### config.mk
export PLATFORM = sky130hd
export DESIGN_NAME = reflex_trial_fsm
export DESIGN_NICKNAME = d
export VERILOG_FILES = /design/src/rtl/reflex_trial_fsm_pkg.sv /design/src/rtl/reflex_trial_fsm_lfsr16.sv /design/src/rtl/reflex_trial_fsm.sv
export SDC_FILE = /design/constraint.sdc
export NUM_CORES = 1
export LEC_CHECK = 0
export BUFFER_PORTS_ARGS = -buffer_cell sky130_fd_sc_hd__buf_2
export CAP_MARGIN = 10
export CORE_MARGIN = 1.5
export CORE_UTILIZATION = 50
export DETAILED_ROUTE_END_ITERATION = 10
export PLACE_DENSITY = 0.75
export SETUP_SLACK_MARGIN = 0.15
export SYNTH_ARGS = -nofsm -noshare
export SYNTH_HDL_FRONTEND = slang
export SYNTH_HIERARCHICAL = 1
export SYNTH_SLANG_ARGS = --single-unit
### constraint.sdc
create_clock -name ck -period 2.32 [get_ports ck]
set_clock_uncertainty 0.2 [all_clocks]
set_input_delay 0.116 -clock ck [delete_from_list [all_inputs] [get_ports ck]]
set_output_delay 0.116 -clock ck [all_outputs]
set_load 0.005 [all_outputs]
### src/rtl/reflex_trial_fsm_pkg.sv
// Shared definitions for the reflex trial game: state encoding, LFSR constants
// and the error lockout threshold shared with count_errors.
package reflex_trial_fsm_pkg;

    typedef enum logic [2:0] {
        ST_IDLE  = 3'd0,
        ST_ARMED = 3'd1,
        ST_LIT   = 3'd2,
        ST_DONE  = 3'd3,
        ST_ERR   = 3'd4
    } state_e;

    // Fibonacci LFSR, taps 16,14,13,11 -> bit positions 15,13,12,10
    localparam logic [15:0] LFSR_SEED = 16'hACE1;
    localparam logic [15:0] LFSR_TAPS = 16'hB400;

    // Error count at which new trials are refused
    localparam logic [1:0] MAX_ERRORS = 2'd3;

    // One shift step: feedback is the XOR of the tapped bits
    function automatic logic [15:0] lfsr_next(input logic [15:0] cur);
        return {cur[14:0], ^(cur & LFSR_TAPS)};
    endfunction

endpackage

### src/rtl/reflex_trial_fsm_lfsr16.sv
// Free-running 16-bit maximal-length LFSR; a non-zero seed keeps it out of the
// all-zero lock-up state.
module lfsr16
    import reflex_trial_fsm_pkg::*;
(
    input  logic        ck,
    input  logic        reset_n,
    output logic [15:0] q
);

    logic [15:0] lfsr_q;

    // Advance one step every clock, including while the game is idle
    always_ff @(posedge ck or negedge reset_n) begin
        if (!reset_n) begin
            lfsr_q <= LFSR_SEED;
        end else begin
            lfsr_q <= lfsr_next(lfsr_q);
        end
    end

    assign q = lfsr_q;

endmodule

### src/rtl/reflex_trial_fsm.sv
// Reflex trial controller: random wait, lamp on, time the button press in ms.
// Early presses and timeouts pulse inc_errors; three errors lock out new trials.
module reflex_trial_fsm
    import reflex_trial_fsm_pkg::*;
#(
    parameter int TICK_DIV     = 50000,
    parameter int MIN_DELAY_MS = 1000,
    parameter int RAND_W       = 10,
    parameter int TIMEOUT_MS   = 2000,
    parameter int RT_W         = 12
) (
    input  logic            ck,
    input  logic            reset_n,
    input  logic            start,
    input  logic            button,
    input  logic [1:0]      error_count,
    output logic            led,
    output logic            busy,
    output logic            inc_errors,
    output logic            result_valid,
    output logic [RT_W-1:0] reaction_ms,
    output logic            locked
);

    localparam int TICK_W = (TICK_DIV > 1) ? $clog2(TICK_DIV) : 1;
    localparam int WAIT_W = $clog2(MIN_DELAY_MS + (2 ** RAND_W)) + 1;

    localparam logic [TICK_W-1:0] TICK_LAST = TICK_W'(TICK_DIV - 1);
    localparam logic [RT_W-1:0]   TIMEOUT_V = RT_W'(TIMEOUT_MS);
    localparam logic [RT_W-1:0]   RT_MAX    = {RT_W{1'b1}};
    localparam logic [WAIT_W-1:0] MIN_WAIT  = WAIT_W'(MIN_DELAY_MS);
    localparam logic [15:0]       RAND_MASK = 16'((1 << RAND_W) - 1);

    state_e            state_q, state_d;
    logic [TICK_W-1:0] tick_cnt_q, tick_cnt_d;
    logic [WAIT_W-1:0] wait_q, wait_d;
    logic [RT_W-1:0]   ms_cnt_q, ms_cnt_d;
    logic [RT_W-1:0]   reaction_q, reaction_d;
    logic              start_q, button_q;

    logic [15:0]       lfsr_q;
    logic              start_p, press_p, tick;
    logic [RT_W-1:0]   ms_inc;

    lfsr16 u_lfsr (
        .ck      (ck),
        .reset_n (reset_n),
        .q       (lfsr_q)
    );

    assign start_p = start & ~start_q;
    assign press_p = button & ~button_q;
    assign tick    = (tick_cnt_q == TICK_LAST);
    assign ms_inc  = (ms_cnt_q == RT_MAX) ? ms_cnt_q : ms_cnt_q + 1'b1;
    assign locked  = (error_count == MAX_ERRORS);

    // State register
    always_ff @(posedge ck or negedge reset_n) begin
        if (!reset_n) begin
            state_q <= ST_IDLE;
        end else begin
            state_q <= state_d;
        end
    end

    // Next-state logic; a press always wins over a same-cycle tick event
    always_comb begin
        state_d = state_q;
        case (state_q)
            ST_IDLE: begin
                if (start_p && !locked) state_d = ST_ARMED;
            end
            ST_ARMED: begin
                if (press_p)                    state_d = ST_ERR;
                else if (tick && wait_q <= 1)   state_d = ST_LIT;
            end
            ST_LIT: begin
                if (press_p)                    state_d = ST_DONE;
                else if (tick && ms_inc >= TIMEOUT_V) state_d = ST_ERR;
            end
            ST_DONE: state_d = ST_IDLE;
            ST_ERR:  state_d = ST_IDLE;
            default: state_d = ST_IDLE;
        endcase
    end

    // Datapath next values: tick divider, wait countdown, ms counter, result
    always_comb begin
        tick_cnt_d = (tick || state_d != state_q) ? '0 : tick_cnt_q + 1'b1;

        wait_d = wait_q;
        if (state_q == ST_IDLE && state_d == ST_ARMED) begin
            wait_d = MIN_WAIT + WAIT_W'(lfsr_q & RAND_MASK);
        end else if (state_q == ST_ARMED && tick && wait_q != '0) begin
            wait_d = wait_q - 1'b1;
        end

        ms_cnt_d = ms_cnt_q;
        if (state_q != ST_LIT && state_d == ST_LIT) begin
            ms_cnt_d = '0;
        end else if (state_q == ST_LIT && tick) begin
            ms_cnt_d = ms_inc;
        end

        // Load on the way into DONE so the value is valid alongside result_valid
        reaction_d = reaction_q;
        if (state_q == ST_LIT && state_d == ST_DONE) begin
            reaction_d = ms_cnt_q;
        end
    end

    // Datapath and input-edge registers
    always_ff @(posedge ck or negedge reset_n) begin
        if (!reset_n) begin
            tick_cnt_q <= '0;
            wait_q     <= '0;
            ms_cnt_q   <= '0;
            reaction_q <= '0;
            start_q    <= 1'b0;
            button_q   <= 1'b0;
        end else begin
            tick_cnt_q <= tick_cnt_d;
            wait_q     <= wait_d;
            ms_cnt_q   <= ms_cnt_d;
            reaction_q <= reaction_d;
            start_q    <= start;
            button_q   <= button;
        end
    end

    // Moore outputs decoded from the state register
    always_comb begin
        led          = (state_q == ST_LIT);
        busy         = (state_q == ST_ARMED) || (state_q == ST_LIT);
        inc_errors   = (state_q == ST_ERR);
        result_valid = (state_q == ST_DONE);
        reaction_ms  = reaction_q;
    end

endmodule

; Word level (Yosys, flattened, before mapping)
; Index checks and enable logic that the tools add are counted.
[op_classes]
add_sub_neg = 4
magnitude_cmp = 2
eq_ne = 12
mux = 12
n_bitwise = 4
n_reduce_logical = 17
[ops]
columns = op, count
row1 = 12-bit two-way mux, 5
row2 = "16-bit by 1-bit adder with 16-bit output, second input constant", 1
row3 = "16-bit equality test, second input constant", 1
row4 = 16-bit two-way mux, 1
row5 = 16-bit parity, 1
row6 = 3-bit two-way mux, 5
row7 = "12-bit by 1-bit adder with 12-bit output, second input constant", 1
row8 = "12-bit equality test, second input constant", 1
row9 = "3-bit by 2-bit equality test with 1-bit output, second input constant", 4
row10 = "12-bit by 11-bit >= comparator with 1-bit output, second input constant", 1
row11 = "12-bit by 1-bit less-or-equal comparator with 1-bit output, second input constant", 1
row12 = 12-bit nonzero test, 1
row13 = "12-bit by 1-bit subtractor with 12-bit output, second input constant", 1
row14 = "10-bit by 10-bit adder with 11-bit output, first input constant", 1
row15 = 1-bit logical AND, 9
row16 = 3-bit one-hot mux with 3 select lines, 1
row17 = "3-bit by 1-bit equality test with 1-bit output, second input constant", 2
row18 = 2-bit nonzero test, 2
row19 = "3-bit equality test, second input constant", 1
row20 = 3-bit zero test, 1
row21 = "3-bit by 2-bit != test with 1-bit output, second input constant", 1
row22 = 3-bit != test, 1
row23 = 1-bit AND, 2
row24 = "2-bit equality test, second input constant", 1
row25 = 3 further kinds, 5
[word_totals]
ff_bits = 73
wordCells = 59

; Depth between registers and ports, before layout
[depth]
word_depth = 10
mapped_depth = 9
mapped_depth_nobuf = 7

; Modules after synthesis
; Netlist, hierarchy kept.
[modules_own_cells]
columns = mod, n_inst, cells_per_inst, area_each_um2
row1 = reflex_trial_fsm, 1, 312, 3129.3
row2 = lfsr16, 1, 19, 436.7

; Worst setup path before layout
; No wires, ideal clock.
[synth_timing]
path_type = reg-to-reg
startpoint = reg tick_cnt_q[0]
endpoint = reg tick_cnt_q[10]
t_arrival_ns = 1.973
setup_slack_ns = 0.076
stages_incl_launch_ff = 9
path_buffers = 3
path_cell_list = dfrtp_1 -> ha_1 -> and3_1 -> buf_2 -> and4_1 -> or4_1 -> clkbuf_1 -> buf_2 -> nor2_1
[synth_via]
elab_chain_len = 8
[synth_lines]
columns = element, line_no
row1 = "start, declared", reflex_trial_fsm.sv:35  ; logic [TICK_W-1:0] tick_cnt_q, tick_cnt_d;
row2 = "start signal, assigned", reflex_trial_fsm.sv:122  ; tick_cnt_q <= tick_cnt_d;
row3 = 16-bit equality test, reflex_trial_fsm.sv:53  ; assign tick = (tick_cnt_q == TICK_LAST);
row4 = "1-bit logical AND, on equally long branches", "reflex_trial_fsm.sv:79, reflex_trial_fsm.sv:75"
row5 = "3-bit two-way mux, on equally long branches", "reflex_trial_fsm.sv:79, reflex_trial_fsm.sv:75"
row6 = "3-bit two-way mux, on equally long branches", "reflex_trial_fsm.sv:78, reflex_trial_fsm.sv:74"
row7 = 3-bit one-hot mux with 3 select lines, reflex_trial_fsm.sv:69  ; case (state_q)
row8 = 3-bit != test, reflex_trial_fsm.sv:89  ; tick_cnt_d = (tick || state_d != state_q) ? '0 : tick_cnt_q + 1'b1;
row9 = 1-bit logical OR, reflex_trial_fsm.sv:89
row10 = 16-bit two-way mux (*), reflex_trial_fsm.sv:89
row11 = via tick_cnt_d[10], reflex_trial_fsm.sv:35
; Mark *: on every way through the listed nets, which the timed path passes. The rest lies on a longest branch.
; A chain may end at the register's enable or synchronous reset.

; Worst setup path in the final report
[layout_timing]
startpoint = reg wait_q[8]
endpoint = reg wait_q[9]
[layout_via]
elab_chain_len = 8
[layout_lines]
columns = element, line_no
row1 = "start, declared", reflex_trial_fsm.sv:36  ; logic [WAIT_W-1:0] wait_q, wait_d;
row2 = "start signal, assigned", reflex_trial_fsm.sv:123  ; wait_q <= wait_d;
row3 = 12-bit by 1-bit less-or-equal comparator with 1-bit output, reflex_trial_fsm.sv:75  ; else if (tick && wait_q <= 1) state_d = ST_LIT;
row4 = 1-bit logical AND, reflex_trial_fsm.sv:75
row5 = 3-bit two-way mux, reflex_trial_fsm.sv:75
row6 = 3-bit two-way mux, reflex_trial_fsm.sv:74  ; if (press_p) state_d = ST_ERR;
row7 = 3-bit one-hot mux with 3 select lines, reflex_trial_fsm.sv:69
row8 = 3-bit by 1-bit equality test with 1-bit output, reflex_trial_fsm.sv:92  ; if (state_q == ST_IDLE && state_d == ST_ARMED) begin
row9 = 1-bit logical AND, reflex_trial_fsm.sv:92
row10 = 12-bit two-way mux or 2-bit nonzero test (tied branches), --
; Parallel ways exist; a longest one is shown, timed or not. The select of a mux whose other input is x is not followed.

==> summary.md <==
| Metric | Value |
|---|---|
| Initial antenna violation count | `0` |
| Die footprint | `7650 µm²` |
| Unrepaired setup endpoints after global routing | `true` |
| Part of the Yosys area used for sequential elements | `0.515` |
| Register bit count reported by yosys | `73` |
| Worst Reg2Reg Path Length in Cells | `6` |
| Layout Utilization | `0.640` |
| Fin Hold WS | `65.1 ps` |
| Total of warnings raised by yosys | `6` |
| Hold Vio Cnt, Final | `0` |
| Routed wire per std cell | `15.3 µm` |
| Initial core utilization | `0.522` |
| Register-to-register setup slack | `70 ps` |
| Cell depth of the worst hold path | `4` |
| Critical setup path kind | `flop to flop` |
| Relative slew slack | `0.607` |
| TritonCTS buffer count | `9` |
| TritonCTS clock tree | `built` |
| Site row count | `30` |
| Startpoint class of the critical path | `flop` |
| Async SR Flop Fraction | `1.00` |
| Setup total negative slack | `0 ps` |
| Critical Path Sink Type | `flop` |
| Antenna violation net count after detailed routing | `0` |
| Clock-pin slew reported for the worst setup and hold paths after clock tree synthesis | `80 ps` |
| Initial detailed-routing violation count | `142` |
| Average vias per placed instance | `5.47` |
| Netlist area before placement | `3570 µm²` |
| Run status | `completed` |
| Worst min-delay path category | `primary input to flop` |
| Proportion of layout cells with a drive suffix above 1 | `0.328` |
| CORE AREA | `6830 µm²` |
| Transition time at the pin with the least slew margin | `588 ps` |
| Total track usage | `0.215` |
| Total of buffers placed on input and output ports | `22` |
| Syn nets | `342` |
| Main flop type after synthesis | `dfrtp_1` |
| CTS max path bufs | `2` |
| Worst r2r dst | `wait_q[9]$_DFFE_PN0P_` |
| Synth area leaders | `dfrtp_1 (46%), dfstp_2 (5.9%), xnor2_1 (5.2%)` |
| Pin count of the biggest net entering global routing | `74` |
| Detailed Routing Iterations Pass 1 | `4` |
| IO Pins | `23` |
| PwrDens | `861 nW/µm²` |
| Count of flip-flops with a built-in enable after synthesis | `0` |
| Vias post-DR | `2656` |
| Layout overhead on the synthesized area | `22.6%` |
| Final Cell Area | `4370 µm²` |
| Final #Nets | `396` |
| Setup Slack @ Placement | `65.3 ps` |
| Routed Wire Length | `7450 µm` |
| Finish-stage setup viols | `0` |
| Synth area leader | `dfrtp_1` |
| Placer's final routability congestion estimate | `0.830` |
| Library cells used by synthesis | `58` |
| Residual DRC count | `0` |
| Worst hold path endpoint | `wait_q[10]$_DFFE_PN0P_` |
| Horizontal extent of the die | `87.5 µm` |
| Critical hold path startpoint | `error_count[1]` |
| Max FO, Critical Path | `4` |
| CTS Root Buffer Type | `clkbuf_8` |
| Htree depth | `3` |
| Number of global-route vias before repair | `2575` |
| Cell count after synthesis | `331` |
| Startpoint of the most critical register-to-register path | `wait_q[8]$_DFFE_PN0P_` |
| Num Clock Sinks | `73` |
| Area share of the largest cell type after synthesis | `0.456` |
| Clock period minus worst slack | `2250 ps` |
| Gr ovfl total | `0` |
| Half-perimeter wire length of the detailed placement result | `4730 µm` |
| Highest clock rate | `0.443 GHz` |
| Placed Area | `3920 µm²` |
| Antenna cells | `0` |
| Mean instance size in the synthesized netlist | `10.8 µm²` |
| Maxcap violations | `0` |
| Worst-case setup margin in the final layout | `65.1 ps` |
| Pins Over Slew Limit | `0` |
| Global-route wire length before repair | `12400 µm` |
| Arrival time at the worst endpoint | `2290 ps` |
| LEAKAGE | `1.89 nW` |
| Floorplan die height | `87.5 µm` |
| CP Data Required Time | `2360 ps` |
| Maximum vdd drop | `389 µV` |
| Worst skew pair latency | `350 ps` |
| Ratio of final minimum period to clock period | `0.972` |
## Yosys cell counts, drive strengths merged (2+ instances only)
cell type / count
nand2: 36
xnor2: 21
ha: 5
dfrtp: 65
and2: 5
o211ai: 2
or3: 2
nand4: 5
mux2: 9
xor2: 16
nor4: 7
nand3: 10
mux2i: 9
nor3b: 2
a21oi: 7
o311ai: 2
or4: 6
and4: 2
o21ai: 13
nor3: 11
clkbuf: 6
a211oi: 2
inv: 8
a311oi: 2
and3: 7
nor2: 38
buf: 7
nor4b: 2
dfstp: 8
nand2b: 2
## cell families (layout without fill, tap and decap cells)
group,Yosys count,in the layout,synth area share
fa+ha+maj,6,6,0.0204
flops,73,73,0.515
xor+xnor,37,37,0.0909
mux,18,18,0.0537
compound gates,35,35,0.0653
buf+inv,21,80,0.0274
simple gates,141,141,0.227
## metrics by stage
step	std cells	total power, mW
after floorplan	331	2.21
after detailed placement	455	2.54
after global placement	455	2.50
after CTS	480	3.71
final	486	3.77
after global routing	486	3.99
## state kept, by name, indices dropped and copies added, names as in the netlist
register     flops
button_q         1
ms_cnt_q        12
reaction_ms     12
start_q          1
state_q          3
tick_cnt_q      16
u_lfsr/q        16
wait_q          12
## worst max path at each step
stage	startpoint	cells after the start	endpoint
2_1_floorplan	tick_cnt_q[0]$_DFF_PN0_	8	tick_cnt_q[10]$_DFF_PN0_
3_3_place_gp	state_q[0]$_DFF_PN0_	3	reaction_ms[9]$_DFFE_PN0P_
3_5_place_dp	state_q[0]$_DFF_PN0_	3	reaction_ms[2]$_DFFE_PN0P_
4_1_cts	wait_q[8]$_DFFE_PN0P_	6	ms_cnt_q[9]$_DFFE_PN0P_
5_1_grt	wait_q[8]$_DFFE_PN0P_	6	wait_q[9]$_DFFE_PN0P_
6_report	wait_q[8]$_DFFE_PN0P_	6	wait_q[9]$_DFFE_PN0P_
## where the power goes
group	switching [mW]	leakage (nW)	internal, mW
Combinational	0.467	0.879	0.503
Sequential	0.209	0.900	1.50
Clock	0.480	0.109	0.604
## layout make-up
class                           count  area [µm²]
Multi-Input combinational cell    237        1750
Inverter                            8        30.0
Sequential cell                    73        1840
Tap cell                           96         120
Fill cell                         548        2460
Timing Repair Buffer               56         413
Clock inverter                      7        95.1
Clock buffer                        9         124
## cells in the final DEF, fill, tap and decap left out, types with 5 or more instances in the layout
| master | Yosys | layout |
|---|---|---|
| nor3_2 | 2 | 5 |
| dfstp_2 | 8 | 8 |
| xor2_1 | 16 | 16 |
| nor2_1 | 38 | 35 |
| xnor2_1 | 21 | 21 |
| o21ai_1 | 3 | 5 |
| inv_1 | 8 | 8 |
| a21oi_1 | 7 | 7 |
| nand3_1 | 9 | 7 |
| mux2_2 | 9 | 9 |
| mux2i_1 | 9 | 9 |
| dfrtp_2 | 0 | 6 |
| dfrtp_1 | 65 | 59 |
| clkbuf_8 | 0 | 9 |
| o21ai_0 | 9 | 7 |
| nor3_1 | 9 | 5 |
| and3_1 | 7 | 5 |
| buf_2 | 5 | 22 |
| nand2_1 | 36 | 34 |
| and2_1 | 5 | 5 |
| buf_4 | 1 | 25 |
## worst max-delay path, cell delays in order, from the launching register on
cell and delay [ps]:
dfrtp_1 400, or4_4 560, and4bb_4 370, a2111o_1 290
nor2_2 70, xnor2_1 170, o21ai_1 80
## what timing repair did
action / CTS / global route
buffers inserted: 5 / 6
pin swaps: 4 / 9
cloned: 1 / 0
hold buffers: 3 / 0
gates resized for setup: 8 / 28
hold endpoints to repair: 76 / 0
setup endpoints to repair: 35 / 35
## routing by layer
layer,global-route usage,up-vias,share of wire
li1,-,1260,-
met1,0.279,1333,0.44
met2,0.345,52,0.50
met3,0.0654,11,0.043
met4,0.0722,0,0.016
met5,0,-,0
(Power assumes the default switching activity.)
